### config.mk
export PLATFORM = sky130hd
export DESIGN_NAME = preset_sequencer
export DESIGN_NICKNAME = d
export VERILOG_FILES = /design/src/rtl/preset_sequencer.sv
export SDC_FILE = /design/constraint.sdc
export NUM_CORES = 1
export LEC_CHECK = 0
export CAP_MARGIN = 20
export CORE_MARGIN = 2
export CORE_UTILIZATION = 50
export CTS_CLUSTER_DIAMETER = 30
export DETAILED_ROUTE_END_ITERATION = 7
export HOLD_SLACK_MARGIN = 0.1
export PLACE_DENSITY = 0.69
export SLEW_MARGIN = 0
export SYNTH_ARGS = -nofsm -noshare
export SYNTH_HDL_FRONTEND = slang
export SYNTH_SLANG_ARGS = --single-unit
### constraint.sdc
create_clock -name clk -period 4.8 [get_ports clk]
set_input_delay 0.48 -clock clk [delete_from_list [all_inputs] [get_ports clk]]
set_output_delay 0.48 -clock clk [all_outputs]
set_load 0.05 [all_outputs]
### src/rtl/preset_sequencer.sv
// Footswitch preset controller: recalls stored MIDI messages onto a valid/ready
// byte stream, or stores the most recently captured channel message into a slot.
module preset_sequencer #(
    parameter int unsigned ACK_HOLD_CNT = 24_000_000
) (
    input  logic       clk,
    input  logic       rst,
    input  logic [2:0] btn_index,
    input  logic       save_mode,
    input  logic       in_msg_valid,
    input  logic [7:0] in_status,
    input  logic [7:0] in_data1,
    input  logic [7:0] in_data2,
    output logic       tx_valid,
    output logic [7:0] tx_data,
    input  logic       tx_ready,
    output logic       busy,
    output logic [2:0] active_slot,
    output logic       save_led,
    output logic       save_err
);

    localparam logic [1:0] StIdle = 2'd0;
    localparam logic [1:0] StSend = 2'd1;
    localparam logic [1:0] StDone = 2'd2;

    logic [1:0]  state_q, state_d;
    logic [1:0]  byte_cnt_q, byte_cnt_d;
    logic [1:0]  last_idx_q;
    logic [7:0]  msg0_q, msg1_q, msg2_q;

    logic [7:0]  slot_status_q [4];
    logic [7:0]  slot_data1_q  [4];
    logic [7:0]  slot_data2_q  [4];

    logic        cap_valid_q;
    logic [7:0]  cap_status_q, cap_data1_q, cap_data2_q;

    logic [2:0]  active_slot_q;
    logic [31:0] led_cnt_q, led_cnt_d;
    logic        save_err_q;

    logic        btn_event;
    logic [1:0]  slot_idx;
    logic        in_idle;
    logic        recall_ev;
    logic        save_req;
    logic        save_ok;
    logic        cap_load;
    logic        xfer;
    logic [7:0]  sel_status;

    // Decode the button event; only honoured while idle.
    always_comb begin
        btn_event  = (btn_index >= 3'd1) && (btn_index <= 3'd4);
        slot_idx   = btn_index[1:0] - 2'd1;
        in_idle    = (state_q == StIdle);
        recall_ev  = in_idle && btn_event && !save_mode;
        save_req   = in_idle && btn_event && save_mode;
        save_ok    = save_req && cap_valid_q;
        // Only channel messages (not system 0xF_) are worth storing.
        cap_load   = in_msg_valid && in_status[7] && (in_status[7:4] != 4'hF);
        xfer       = tx_valid && tx_ready;
        sel_status = slot_status_q[slot_idx];
    end

    // FSM and byte counter next state.
    always_comb begin
        state_d    = state_q;
        byte_cnt_d = byte_cnt_q;
        case (state_q)
            StIdle: begin
                if (recall_ev) begin
                    state_d    = StSend;
                    byte_cnt_d = 2'd0;
                end
            end
            StSend: begin
                if (xfer) begin
                    if (byte_cnt_q == last_idx_q) begin
                        state_d = StDone;
                    end else begin
                        byte_cnt_d = byte_cnt_q + 2'd1;
                    end
                end
            end
            StDone:  state_d = StIdle;
            default: state_d = StIdle;
        endcase
    end

    // LED hold timer: reload on a successful save, otherwise count down to zero.
    always_comb begin
        led_cnt_d = led_cnt_q;
        if (save_ok) begin
            led_cnt_d = 32'(ACK_HOLD_CNT);
        end else if (led_cnt_q != 32'd0) begin
            led_cnt_d = led_cnt_q - 32'd1;
        end
    end

    // FSM, counter, message shift register and status registers.
    always_ff @(posedge clk or negedge rst) begin
        if (!rst) begin
            state_q       <= StIdle;
            byte_cnt_q    <= 2'd0;
            last_idx_q    <= 2'd0;
            msg0_q        <= 8'h00;
            msg1_q        <= 8'h00;
            msg2_q        <= 8'h00;
            active_slot_q <= 3'd0;
            led_cnt_q     <= 32'd0;
            save_err_q    <= 1'b0;
        end else begin
            state_q    <= state_d;
            byte_cnt_q <= byte_cnt_d;
            led_cnt_q  <= led_cnt_d;
            save_err_q <= save_req && !cap_valid_q;
            if (recall_ev) begin
                msg0_q <= sel_status;
                msg1_q <= slot_data1_q[slot_idx];
                msg2_q <= slot_data2_q[slot_idx];
                // Program Change and Channel Pressure carry a single data byte.
                last_idx_q <= ((sel_status[7:4] == 4'hC) || (sel_status[7:4] == 4'hD)) ?
                              2'd1 : 2'd2;
            end
            if (recall_ev || save_ok) begin
                active_slot_q <= btn_index;
            end
        end
    end

    // Slot memory: defaults are Program Change ch1, programs 0..3.
    always_ff @(posedge clk or negedge rst) begin
        if (!rst) begin
            for (int i = 0; i < 4; i++) begin
                slot_status_q[i] <= 8'hC0;
                slot_data1_q[i]  <= 8'(i);
                slot_data2_q[i]  <= 8'h00;
            end
        end else if (save_ok) begin
            // Uses the pre-update capture, so a same-cycle message lands next cycle.
            slot_status_q[slot_idx] <= cap_status_q;
            slot_data1_q[slot_idx]  <= cap_data1_q;
            slot_data2_q[slot_idx]  <= cap_data2_q;
        end
    end

    // Last-message capture, active in every state.
    always_ff @(posedge clk or negedge rst) begin
        if (!rst) begin
            cap_valid_q  <= 1'b0;
            cap_status_q <= 8'h00;
            cap_data1_q  <= 8'h00;
            cap_data2_q  <= 8'h00;
        end else if (cap_load) begin
            cap_valid_q  <= 1'b1;
            cap_status_q <= in_status;
            cap_data1_q  <= in_data1;
            cap_data2_q  <= in_data2;
        end
    end

    // Outputs are decoded from registers only; tx_valid never sees tx_ready.
    always_comb begin
        tx_valid    = (state_q == StSend);
        busy        = (state_q != StIdle);
        active_slot = active_slot_q;
        save_led    = (led_cnt_q != 32'd0);
        save_err    = save_err_q;
        tx_data     = 8'h00;
        if (state_q == StSend) begin
            case (byte_cnt_q)
                2'd0:    tx_data = msg0_q;
                2'd1:    tx_data = msg1_q;
                default: tx_data = msg2_q;
            endcase
        end
    end

endmodule

==> results.cfg <==
[setup_path]
crit_required_ns = 4.32
cp_common_cell = inv_1
r2r-start = led_cnt_q[0]
start_kind = flop
cp_top_family = simple AND/OR/NAND/NOR gates
setup.worst_path.class = flop to output pin
critPathCaptureType = output pin
critical-path-slowest-cell = clkdlybuf4s50_1
reg2reg_to = led_cnt_q[1]
r2r.worst_path.cells = 7
crit_arrival_ns = 3.62
max_stage_delay_ns = 0.76
r2r_setup_slack_ns = 2.02
path_cells = inv_1, ha_1, or4b_1, nor2_1, and3_1, inv_1, clkdlybuf4s50_1
cp_num_buf_inv = 3
cp_max_fo = 23

[synthesis]
synth_ff_type = dfrtp_1
synth_edf_count = 0
yosysUniqueCellTypes = 55
synth_warnings = 0
ys_seq_elements = 187
syn_nets = 705
postSynthAreaPerCell_um2 = 12.76
syn_inst = 665
synthArstFlopShare = 1.000
yosysSeqAreaShare = 0.5531
syn_area_um2 = 8488

[clocking]
cts_tree = built
numCtsBuffers = 17
cts_resized = 0
clkTransAtPathRegs_ns = 0.08
htreeDepth = 4
cts.path.max_buffers = 2
cts_setup_buffers = 0
insertion_delay_ns = 0.43
root_buffer = clkbuf_16
cts_num_sinks = 187
cts_hold_buf = 0

[placement]
dpl_worst_slack_ns = 1.209
io_buffers = 46
gp_congestion = 0.8506
dp_hpwl_mm = 11.79
dpl_cell_area_um2 = 9176

[power]
p_leak_nw = 4.223
ir_worst_vdd_uv = 319.5
p_per_area_nw_per_um2 = 586.5

[timing]
final.setup.tns_ns = 0
post-route-min-period_ns = 4.096
setup_viol = 0
setup_ws_ns = 0.7038
tightest_slew_ns = 0.8374
post-route-period-util = 0.8534
grt_setup_unrepaired = false
finalMaxSlewViolations = 0
hold_violations = 0
fmax_ghz = 0.2441
maxSlewHeadroom = 0.4417
clock_skew_ns = 0.008594

[layout]
final_common_cell = dfrtp_1
nNetsFinal = 745
diodes = 0
design_area_um2 = 9803
layout_common_cells = 175 x dfrtp_1, 117 x mux2_2, 82 x nand2_1
layout-drive-gt1-share = 0.2911
syn2layout_area_growth_pct = 15.49
nFillCells = 1329

[grt]
grt_usage = 0.2165
grt_pass1_wl_mm = 30.32
overflow = 0
grt_max_degree = 97
antenna_found_initial = 0
grt_pass1_vias = 5748

[worst_hold_path]
hp-class = input port to async pin

[route]
postRouteAntennaNets = 0
first_pass_iters = 5
drt-total-wl_mm = 18.31
drt_first_iter_violations = 370
vias = 5507
viasPerCell = 5.871
wire_per_inst_um = 19.52
drc = 0

[die]
fp.dieW_um = 134.3
coreArea_um2 = 16580
row_count = 47
die_height_um = 134.3
start_util = 0.5118
io_pins = 47
die-area_um2 = 18040

[run_status]
outcome = complete, no violations

[flow_run]
cap_viol_max_count = 0
[flip-flops by register name (all words and copies together), names as in the netlist]
register	flops
msg1_q	8
cap_data1_q	8
state_q	2
byte_cnt_q	2
cap_status_q	8
active_slot	3
msg2_q	8
slot_data1_q	32
last_idx_q	2
led_cnt_q	32
save_err	1
cap_valid_q	1
slot_data2_q	32
cap_data2_q	8
msg0_q	8
slot_status_q	32
[metal layers]
layer	part of all wire	vias to the layer above	global-route usage	wire, µm
met4	0.016	0	0.06257	293
met2	0.49	116	0.3481	8978
li1	-	2510	-	-
met5	0	-	0	0
met3	0.040	21	0.04875	730
met1	0.45	2860	0.2977	8311
[worst register-to-register path: cells and delay by family, from the launching register on]
kind | cells | cell delay (ns)
buffers and inverters | 2 | 0.34
AOI/OAI and AO/OA | 1 | 0.27
and+or+nand+nor | 3 | 1.47
adders and majority gates | 1 | 0.22
DFF | 1 | 0.40
[where the power goes]
part | total [mW] | internal, mW | switching (mW)
combinational | 1.72 | 0.866 | 0.852
clock | 1.47 | 0.799 | 0.666
sequential | 2.57 | 2.19 | 0.375
total | 5.75 | 3.86 | 1.89
[synth_stat cells, drive strengths merged (2+ instances only)]
cell type	count	area share
dfrtp	175	0.52
mux2	124	0.16
nand2	82	0.036
mux4	24	0.064
nor2	24	0.011
a21oi	23	0.014
clkbuf	20	0.0088
or4	20	0.019
buf	15	0.0091
o21ai	13	0.0077
dfstp	12	0.037
inv	12	0.0053
nand3	11	0.0065
o31ai	9	0.0080
or3	9	0.0066
a22oi	8	0.0071
ha	8	0.012
nor4	7	0.0084
nand2b	6	0.0044
nor3	6	0.0035
xor2	6	0.0062
nand4	5	0.0037
a31oi	4	0.0029
and4	4	0.0041
nor2b	3	0.0022
o211ai	3	0.0027
o22a	3	0.0031
or2	3	0.0022
a211oi	2	0.0018
a31o	2	0.0021
and2	2	0.0015
and3	2	0.0015
nor3b	2	0.0018
o21a	2	0.0018
xnor2	2	0.0021
[layout make-up]
| cell class | instances | area (µm²) | area share |
|---|---|---|---|
| well taps | 220 | 275.3 | 0.02808 |
| clock inverters | 15 | 201.4 | 0.02055 |
| inverters | 12 | 45.04 | 0.004595 |
| repair buffers | 56 | 556.8 | 0.05680 |
| clock buffers | 17 | 425.4 | 0.04340 |
| flip-flops and latches | 187 | 4695 | 0.4789 |
| multi-input cells | 431 | 3605 | 0.3677 |
[worst max-delay path by stage]
| stage | startpoint | endpoint | slack [ns] | cells after the start |
|---|---|---|---|---|
| 5_1_grt | led_cnt_q[0] | save_led | 0.44 | 7 |
| 3_3_place_gp | led_cnt_q[0] | save_led | 1.30 | 7 |
| 4_1_cts | led_cnt_q[0] | save_led | 0.72 | 7 |
| 2_1_floorplan | btn_index[0] | msg0_q[3] | 1.69 | 8 |
| 6_report | led_cnt_q[0] | save_led | 0.70 | 7 |
| 3_5_place_dp | led_cnt_q[0] | save_led | 1.21 | 7 |
[cells by family after synthesis]
kind of cell             share of synthesized area
buffers and inverters                      0.02329
adder cells (fa/ha/maj)                    0.01179
flip-flops                                  0.5531
XOR/XNOR                                  0.008255
multiplexers                                0.2282
AO/OA/AOI/OAI                              0.05881
AND/OR/NAND/NOR                             0.1166
[through the flow]
step	hold slack, ns	util	total power [mW]	instances
final	0.1040	0.5911	5.749	938
after global routing	0.1685	0.5911	6.057	938
after CTS	0.1478	0.5911	5.787	938
after detailed placement	0.4760	0.5533	4.309	906
after global placement	0.4681	0.5533	4.191	906
after floorplan	0.1844	-	3.753	665
(Power assumes the default switching activity.)
